`config.mk`:
```
export PLATFORM = sky130hd
export DESIGN_NAME = adc_frame_packer
export DESIGN_NICKNAME = d
export VERILOG_FILES = /design/src/rtl/adc_acq_pkg.sv /design/src/rtl/adc_ch_compact.sv /design/src/rtl/adc_frame_packer.sv
export SDC_FILE = /design/constraint.sdc
export NUM_CORES = 2
export LEC_CHECK = 0
export ABC_CLOCK_PERIOD_IN_PS = 22600
export BUFFER_PORTS_ARGS = -buffer_cell sky130_fd_sc_hd__buf_2
export CORE_MARGIN = 2
export CORE_UTILIZATION = 35
export DETAILED_ROUTE_END_ITERATION = 12
export PLACE_DENSITY = 0.51
export REMOVE_ABC_BUFFERS = 1
export SLEW_MARGIN = 10
export SYNTH_ARGS = -nofsm -noshare
export SYNTH_HDL_FRONTEND = slang
export SYNTH_HIERARCHICAL = 1
export SYNTH_SLANG_ARGS = --single-unit
```
`constraint.sdc`:
```
create_clock -name clk -period 22.6 [get_ports clk]
set_clock_uncertainty 0.15 [all_clocks]
set_input_delay 6.78 -clock clk [delete_from_list [all_inputs] [get_ports clk]]
set_output_delay 6.78 -clock clk [all_outputs]
set_load 0.1 [all_outputs]
```
`src/rtl/adc_acq_pkg.sv`:
```
// Shared definitions for the ADC acquisition blocks: the packer state
// encoding and the default frame/word geometry.
package adc_acq_pkg;

    localparam int DEF_N_CH     = 10;
    localparam int DEF_SAMPLE_W = 16;
    localparam int DEF_OUT_W    = 256;

    typedef enum logic [1:0] {
        ST_IDLE  = 2'd0,
        ST_RUN   = 2'd1,
        ST_FLUSH = 2'd2,
        ST_DONE  = 2'd3
    } state_t;

    // Number of sample slots carried by one output word.
    function automatic int slots_per_word(input int out_w, input int sample_w);
        return out_w / sample_w;
    endfunction

endpackage

```
`src/rtl/adc_ch_compact.sv`:
```
// Combinational channel compaction: gathers the enabled channels of a frame
// into consecutive low slots (ascending channel index) and counts them.
module adc_ch_compact
    import adc_acq_pkg::*;
#(
    parameter int N_CH     = DEF_N_CH,
    parameter int SAMPLE_W = DEF_SAMPLE_W,
    parameter int CNT_W    = $clog2(N_CH + 1)
) (
    input  logic [N_CH-1:0]          mask,
    input  logic [N_CH*SAMPLE_W-1:0] data,
    output logic [N_CH*SAMPLE_W-1:0] compact_data,
    output logic [CNT_W-1:0]         count
);

    int k;

    // Walk the channels in order, dropping each enabled sample into the next free slot.
    always_comb begin
        compact_data = '0;
        k            = 0;
        for (int n = 0; n < N_CH; n++) begin
            if (mask[n]) begin
                compact_data[k*SAMPLE_W +: SAMPLE_W] = data[n*SAMPLE_W +: SAMPLE_W];
                k = k + 1;
            end
        end
        count = CNT_W'(k);
    end

endmodule

```
`src/rtl/adc_frame_packer.sv`:
```
// Packs the enabled channels of accepted ADC frames into wide output words,
// carrying frames that straddle a word boundary into the next word and
// flushing a zero-padded partial word at the end of a run.
module adc_frame_packer
    import adc_acq_pkg::*;
#(
    parameter int N_CH     = DEF_N_CH,
    parameter int SAMPLE_W = DEF_SAMPLE_W,
    parameter int OUT_W    = DEF_OUT_W
) (
    input  logic                     clk,
    input  logic                     rst,
    input  logic                     i_start,
    input  logic [31:0]              i_samples_count,
    input  logic [N_CH-1:0]          i_ch_mask,
    input  logic [N_CH*SAMPLE_W-1:0] i_data,
    input  logic                     i_valid,
    input  logic                     i_ready,
    output logic [OUT_W-1:0]         o_data,
    output logic                     o_wr_en,
    output logic                     o_busy,
    output logic                     o_finished,
    output logic                     o_overflow,
    output logic [31:0]              o_frame_cnt
);

    localparam int SLOTS  = slots_per_word(OUT_W, SAMPLE_W);
    localparam int SLOT_W = (SLOTS > 1) ? $clog2(SLOTS) : 1;
    localparam int SUM_W  = SLOT_W + 1;
    localparam int CNT_W  = $clog2(N_CH + 1);
    localparam int IN_W   = N_CH * SAMPLE_W;
    localparam logic [SUM_W-1:0] SLOTS_S = SUM_W'(SLOTS);

    state_t              state;
    state_t              state_next;
    logic [31:0]         cnt_lat;
    logic [N_CH-1:0]     mask_lat;
    logic [OUT_W-1:0]    acc;
    logic [SLOT_W-1:0]   ptr;
    logic [IN_W-1:0]     compact_data;
    logic [CNT_W-1:0]    k_count;
    logic [SUM_W-1:0]    sum;
    logic [2*OUT_W-1:0]  combined;
    logic                accept;
    logic                wrap;
    logic                last_frame;

    adc_ch_compact #(
        .N_CH     (N_CH),
        .SAMPLE_W (SAMPLE_W),
        .CNT_W    (CNT_W)
    ) u_compact (
        .mask         (mask_lat),
        .data         (i_data),
        .compact_data (compact_data),
        .count        (k_count)
    );

    // The compacted frame is shifted up to the current slot; anything past the
    // top of the word lands in the upper half and becomes the next word's start.
    assign accept     = (state == ST_RUN) & i_valid & i_ready;
    assign sum        = SUM_W'(ptr) + SUM_W'(k_count);
    assign wrap       = (sum >= SLOTS_S);
    assign combined   = {{OUT_W{1'b0}}, acc}
                      | ({{(2*OUT_W-IN_W){1'b0}}, compact_data} << (int'(ptr) * SAMPLE_W));
    assign last_frame = ((o_frame_cnt + 32'd1) == cnt_lat);

    // State register.
    always_ff @(posedge clk or posedge rst) begin
        if (rst) state <= ST_IDLE;
        else     state <= state_next;
    end

    // Next-state decode plus the status outputs that follow directly from the state.
    always_comb begin
        state_next = state;
        o_busy     = 1'b0;
        o_finished = 1'b0;
        case (state)
            ST_IDLE: begin
                if (i_start) state_next = (i_samples_count != 32'd0) ? ST_RUN : ST_DONE;
            end
            ST_RUN: begin
                o_busy = 1'b1;
                if (accept && last_frame) state_next = ST_FLUSH;
            end
            ST_FLUSH: begin
                o_busy = 1'b1;
                if ((ptr == '0) || i_ready) state_next = ST_DONE;
            end
            ST_DONE: begin
                o_finished = 1'b1;
                state_next = ST_IDLE;
            end
            default: state_next = ST_IDLE;
        endcase
    end

    // Run configuration, frame counting, overflow tracking and word assembly.
    always_ff @(posedge clk or posedge rst) begin
        if (rst) begin
            cnt_lat     <= '0;
            mask_lat    <= '0;
            acc         <= '0;
            ptr         <= '0;
            o_data      <= '0;
            o_wr_en     <= 1'b0;
            o_overflow  <= 1'b0;
            o_frame_cnt <= '0;
        end else begin
            o_wr_en <= 1'b0;
            case (state)
                ST_IDLE: begin
                    if (i_start) begin
                        cnt_lat     <= i_samples_count;
                        mask_lat    <= i_ch_mask;
                        acc         <= '0;
                        ptr         <= '0;
                        o_overflow  <= 1'b0;
                        o_frame_cnt <= '0;
                    end
                end
                ST_RUN: begin
                    if (accept) begin
                        o_frame_cnt <= o_frame_cnt + 32'd1;
                        if (wrap) begin
                            o_data  <= combined[OUT_W-1:0];
                            o_wr_en <= 1'b1;
                            acc     <= combined[2*OUT_W-1:OUT_W];
                            ptr     <= SLOT_W'(sum - SLOTS_S);
                        end else begin
                            acc <= combined[OUT_W-1:0];
                            ptr <= SLOT_W'(sum);
                        end
                    end else if (i_valid) begin
                        o_overflow <= 1'b1;
                    end
                end
                ST_FLUSH: begin
                    if ((ptr != '0) && i_ready) begin
                        o_data  <= acc;
                        o_wr_en <= 1'b1;
                        acc     <= '0;
                        ptr     <= '0;
                    end
                end
                default: ;
            endcase
        end
    end

endmodule

```
# After elaboration in Yosys (flattened, before gate mapping)
# Cells that the tools add are included.
# Widths: inputs -> output; s select.
word_totals:
  reg_bits: 594
  input_bits: 207
op_classes:
  addsub: 21
  n_lt_le_gt_ge: 1
  eq_ne: 12
  shift: 19
  muxes: 61
  n_bitwise: 3
  reduce_logical: 17
ops:
  columns: ["operator", "n"]
  rows:
  - ["$mux 256", 7]
  - ["$bwmux 160", 9]
  - ["$mux 160", 9]
  - ["$shift 16x33->160 const A", 9]
  - ["$shiftx 16x33->160", 9]
  - ["$pmux 256 s3", 1]
  - ["$or 256x512->512", 1]
  - ["$pmux 256 s2", 1]
  - ["$shl 160x8->512", 1]
  - ["$neg 32->33", 8]
  - ["$mux 28", 7]
  - ["$add 28x2->28 const B", 6]
  - ["$mux 32", 2]
  - ["$pmux 32 s2", 1]
  - ["$neg 5->33", 1]
  - ["$add 32x1->32 const B", 1]
  - ["$eq 32x32->1", 1]
  - ["$reduce_bool 32->1", 1]
  - ["$mux 4", 5]
  - ["$mux 16", 1]
  - ["$ne 2x2->1 const B", 7]
  - ["$pmux 4 s3", 1]
  - ["$reduce_and 4->1", 3]
  - ["$mux 2", 5]
  - ["other kinds (23)", 37]

# Logic depth before layout (Yosys ltp)
logic_depth:
  word_depth: 26
  ltp_mapped: 51
  ltp_nobuf: 40

# Modules after synthesis
# The synthesis kept the hierarchy.
by_module_without_submodules:
  columns: ["mod", "instances", "cells_per_inst", "area_per_inst_um2", "seq_area_each_um2"]
  rows:
  - ["adc_frame_packer", 1, 3895, 32645.1, 14864.3]
  - ["adc_ch_compact", 1, 2576, 16314.4, 0.0]

# Worst setup path before layout
# No wires, ideal clock.
synth_path:
  kind: "reg2reg"
  from: "register mask_lat[0]"
  to: "register o_data[254]"
  setup_time_ps: 137
  arrival_time_ps: 9471
  required_time_ps: 22313
  slack_ps: 12842
  path_stages_with_launch: 45
  path_cell_list: "dfrtp_1 -> clkbuf_1 -> inv_1 -> ha_1 -> buf_2 -> nand2_1 -> nand2_1 -> inv_1 -> ha_1 -> nand2_1 -> o31ai_4 -> ha_1 -> clkbuf_1 -> clkbuf_1 -> clkbuf_1 -> a21oi_1 -> ha_1 -> clkbuf_1 -> (+9 left out) -> nand2b_1 -> or4_4 -> buf_6 -> clkbuf_1 -> inv_1 -> ha_1 -> nand3b_1 -> nor4b_4 -> buf_6 -> mux2_1 -> mux2_1 -> mux2i_1 -> a21oi_1 -> nand2_1 -> o21ai_0 -> a22o_1 -> a21oi_1 -> a21oi_1"
synth_between:
  elab_chain_cells: 26
synth_rtl:
  columns: ["item", "line", "rtl"]
  rows:
  - ["start, declared", "adc_frame_packer.sv:37", "logic [N_CH-1:0] mask_lat;"]
  - ["start signal, assigned", "adc_frame_packer.sv:116", "mask_lat <= i_ch_mask;"]
  - ["$mux 1", "adc_ch_compact.sv:23", "if (mask[n]) begin"]
  - ["$add 1x1->2 / $neg 5->33 (equally long branches)", "adc_ch_compact.sv:25, adc_ch_compact.sv:24", null]
  - ["$mux 2, or another cell as far along", "adc_ch_compact.sv:23", null]
  - ["$add 2x1->3, or another cell as far along", "adc_ch_compact.sv:25", "k = k + 1;"]
  - ["$mux 28, or another cell as far along", "adc_ch_compact.sv:23", null]
  - ["$add 28x2->28, or another cell as far along", "adc_ch_compact.sv:25", null]
  - ["$mux 28, or another cell as far along", "adc_ch_compact.sv:23", null]
  - ["$add 28x2->28, or another cell as far along", "adc_ch_compact.sv:25", null]
  - ["(+11 left out)", null, null]
  - ["$bwmux 160", "adc_ch_compact.sv:24", "compact_data[k*SAMPLE_W +: SAMPLE_W] = data[n*SAMPLE_W +: SAMPLE_W];"]
  - ["$mux 160 *", "adc_ch_compact.sv:23", null]
  - ["via compact_data[14]", "adc_frame_packer.sv:40", "logic [IN_W-1:0] compact_data;"]
  - ["$shl 160x8->512 *", "adc_frame_packer.sv:65", "| ({{(2*OUT_W-IN_W){1'b0}}, compact_data} << (int'(ptr) * SAMPLE_W));"]
  - ["$or 256x512->512 *", "adc_frame_packer.sv:65", null]
  - ["$mux 256 *", "adc_frame_packer.sv:126", "if (wrap) begin"]
  - ["$mux 256 *", "adc_frame_packer.sv:124", "if (accept) begin"]
  - ["$pmux 256 s2 *", "adc_frame_packer.sv:112", "case (state)"]
  - ["end signal, assigned", "adc_frame_packer.sv:127", "o_data <= combined[OUT_W-1:0];"]
  - ["end, declared", "adc_frame_packer.sv:19", "output logic [OUT_W-1:0] o_data,"]
# The timed path passes the listed nets; every way through them passes the cells marked *. The select of a mux whose other input is x is not followed.
# A chain may end at the register's enable or synchronous reset.

# Final worst setup path
layout_path:
  from: "register mask_lat[0]"
  to: "register o_data[173]"
layout_between:
  elab_chain_cells: 26
layout_rtl:
  columns: ["item", "line"]
  rows:
  - ["$mux 1 *", "adc_ch_compact.sv:23"]
  - ["$add 1x1->2 / $neg 5->33 (equally long branches)", "adc_ch_compact.sv:25, adc_ch_compact.sv:24"]
  - ["$mux 2, or another cell as far along", "adc_ch_compact.sv:23"]
  - ["$add 2x1->3, or another cell as far along", "adc_ch_compact.sv:25"]
  - ["$mux 28, or another cell as far along", "adc_ch_compact.sv:23"]
  - ["$add 28x2->28, or another cell as far along", "adc_ch_compact.sv:25"]
  - ["$mux 28, or another cell as far along", "adc_ch_compact.sv:23"]
  - ["$add 28x2->28, or another cell as far along", "adc_ch_compact.sv:25"]
  - ["(+11 left out)", null]
  - ["$bwmux 160", "adc_ch_compact.sv:24"]
  - ["$mux 160 *", "adc_ch_compact.sv:23"]
  - ["via compact_data[157]", "adc_frame_packer.sv:40"]
  - ["$shl 160x8->512 *", "adc_frame_packer.sv:65"]
  - ["$or 256x512->512 *", "adc_frame_packer.sv:65"]
  - ["$mux 256 *", "adc_frame_packer.sv:126"]
  - ["$mux 256 *", "adc_frame_packer.sv:124"]
  - ["$pmux 256 s2 *", "adc_frame_packer.sv:112"]
# Marked as above.

==> metrics.cfg <==
[timing]
fmax_mhz=80.72
rsz0062_at_grt=false
setup_tns_ns=0
fin_hold_ws_ns=0.3403
setup_violations=0
worstMarginPinSlew_ns=1.459
final.setup.worst_slack_ns=10.21
slew_headroom=0.01673
min_period_over_period=0.5482
post-route-min-period_ns=12.39
final-max-slew-violation-count=0
hold_viol_final=0

[synthesis]
ys_seq_elements=594
ys_warn_count=6
synthTopCellsByArea=dfrtp_1 (30%), a21oi_1 (10%), mux2i_1 (9.6%), nor2_1 (7.5%), nand2_1 (4.4%)
postSynth.asyncResetShare=1.000
synth_cells=6471
synth-edff-count=0
ys.flop_type=dfrtp_1
yosysUniqueCellTypes=108
synth-seq-area-share=0.3036
synth.top_cell.area_share=0.3036
netlist_area_mm2=0.04896
synth.avg_cell_area_um2=7.566
yosysTopAreaCell=dfrtp_1

[cts]
ctsResizeCount=0
cts-hold-fix-buffers=0
clkTransAtPathRegs_ns=0.06
cts-root-buf=clkbuf_16
cts_buffers=75
postCtsSetupRepairBufs=0
cts_sinks=594
htree_levels=3
cts_buffer_depth=3
cts_tree=done
worstSkewPairLatency_ns=0.71

[drt]
top_layer_used=met5
met2WireLength_um=114400
wl_per_cell_um=30.09
drtPass1Iterations=7
avgViaCountPerCell=6.224
drc=0
antenna_left=0
vias=52950
met1Wirelength_um=106700
dr_wl_met3_um=22950
drt_first_iter_violations=6840
routed_wl_um=256000

[place]
place_ws_ns=10.59
hpwl_um=190800
gp_congestion=0.9958
dp.cells=8357
port_buffers=498

[job]
maxCapViolations=0

[critical_path]
slowest_delay_ns=1.04
startpoint=mask_lat[0]$_DFFE_PP0P_
critPathArrivalTime_ns=12.86
cp-start-kind=flip-flop
crit_path_frequent_cell=ha_1
path_class=reg2reg
cp_data_required_time_ns=23.07
endpoint_kind=flip-flop
r2r-start=mask_lat[0]$_DFFE_PP0P_
crit_slowest_cell=o21ai_0
cp_max_fo=42

[die]
design.die.area_mm2=0.1429
initial_utilization=0.3517
fp-row-count=137
die_x_um=378.0
io_pins=499
fp.coreArea_mm2=0.1392
die_h_um=378.0

[global_routing]
antenna_found_initial=40
grt_pass1_wl_um=362600
grtUsageTotal=0.3455
grt_pass1_vias=49200
grt_max_degree=183
grt_overflow_total=0

[finish]
final_cell_mix=a21oi_1 (998), nor2_1 (968), dfrtp_1 (590)
fin_cells=8507
fin_nets=6803
drive_gt1_frac=0.1598
area_delta_synth_final_pct=12.89
layout_commonest_cell=a21oi_1

[hold_path]
hold_start=acc[243]$_DFFE_PP0P_
hold_class=reg2reg

[run_status]
status=completed

## routing by layer
layer | vias up | global-route usage
met3 | 491 | 0.07126
met2 | 2757 | 0.5377
li1 | 23570 | -
met1 | 26100 | 0.4649
met4 | 26 | 0.1420
met5 | - | 0
## logic make-up after synthesis
family,synth area share
buf+inv,0.05689
compound gates,0.2667
mux,0.1423
simple gates,0.1985
other cells,0.0001534
xor+xnor,0.02154
fa+ha+maj,0.01022
flops,0.3036
## registers in the layout, indices dropped and copies added, names as in the netlist
signal	count
state	2
o_data	256
o_wr_en	1
ptr	4
o_frame_cnt	32
o_overflow	1
acc	256
mask_lat	10
cnt_lat	32
## Yosys cell counts (15+ instances only)
cell and number:
nand2b_1 18, a21oi_1 1001, nand2_1 576, and2_1 42
nor3_1 80, nand4_1 89, o22a_1 16, inv_1 78
clkbuf_1 523, o22ai_1 89, a41oi_1 18, or3_1 22
o211ai_1 64, xnor2_1 50, a211oi_1 115, a22oi_1 89
nor2_1 978, o21a_1 32, dfrtp_1 594, o21ai_0 406
o31ai_1 18, a22o_1 58, o21ai_1 15, mux2i_1 469
a2bb2oi_1 17, a311oi_1 37, ha_1 36, a21o_1 43
nor4_1 28, mux2_2 189, buf_1 53, a221oi_1 24
and3_1 84, nand3_1 142, nor2b_1 48, xor2_1 19
buf_2 39, a31oi_1 76
## worst max-delay path, delay by kind of cell (launching register included)
kind	cells	cell delay [ns]
adder cells (fa/ha/maj)	7	2.97
AND/OR/NAND/NOR	9	3.46
buffers and inverters	3	0.80
multiplexers	4	1.08
AO/OA/AOI/OAI	10	3.16
flip-flops	1	0.67
## stage by stage
| stage | util | area, µm² |
|---|---|---|
| CTS | 0.3968 | 55220 |
| floorplan | - | 46500 |
| global route | 0.3969 | 55240 |
| finish | 0.3971 | 55270 |
| detailed placement | 0.3790 | 52750 |
| global placement | 0.3790 | 52750 |
## area by class of cell
| cell class | count | area (µm²) |
|---|---|---|
| clock inverters | 28 | 337.8 |
| diodes | 15 | 37.54 |
| clock buffers | 107 | 2137 |
| multi-input cells | 5167 | 31600 |
| inverters | 85 | 332.8 |
| repair buffers | 635 | 3596 |
| well taps | 1876 | 2347 |
| flip-flops and latches | 594 | 14880 |
| fillers | 14770 | 83920 |
## worst paths after layout
check / slack (ns) / end / cells after the start
max reg2reg: 10.21 / o_data[173]$_DFFE_PP0P_ / 33
max in group asynchronous: 12.86 / ptr[2]$_DFFE_PP0P_ / 5
min reg2reg: 0.34 / acc[243]$_DFFE_PP0P_ / 1
min in group asynchronous: 6.07 / cnt_lat[28]$_DFFE_PP0P_ / 2
min: 0.34 / acc[243]$_DFFE_PP0P_ / 1
max: 10.21 / o_data[173]$_DFFE_PP0P_ / 33
Power is not shown: default switching activity piles up to over one toggle a cycle in this logic, so the estimate is an artifact.
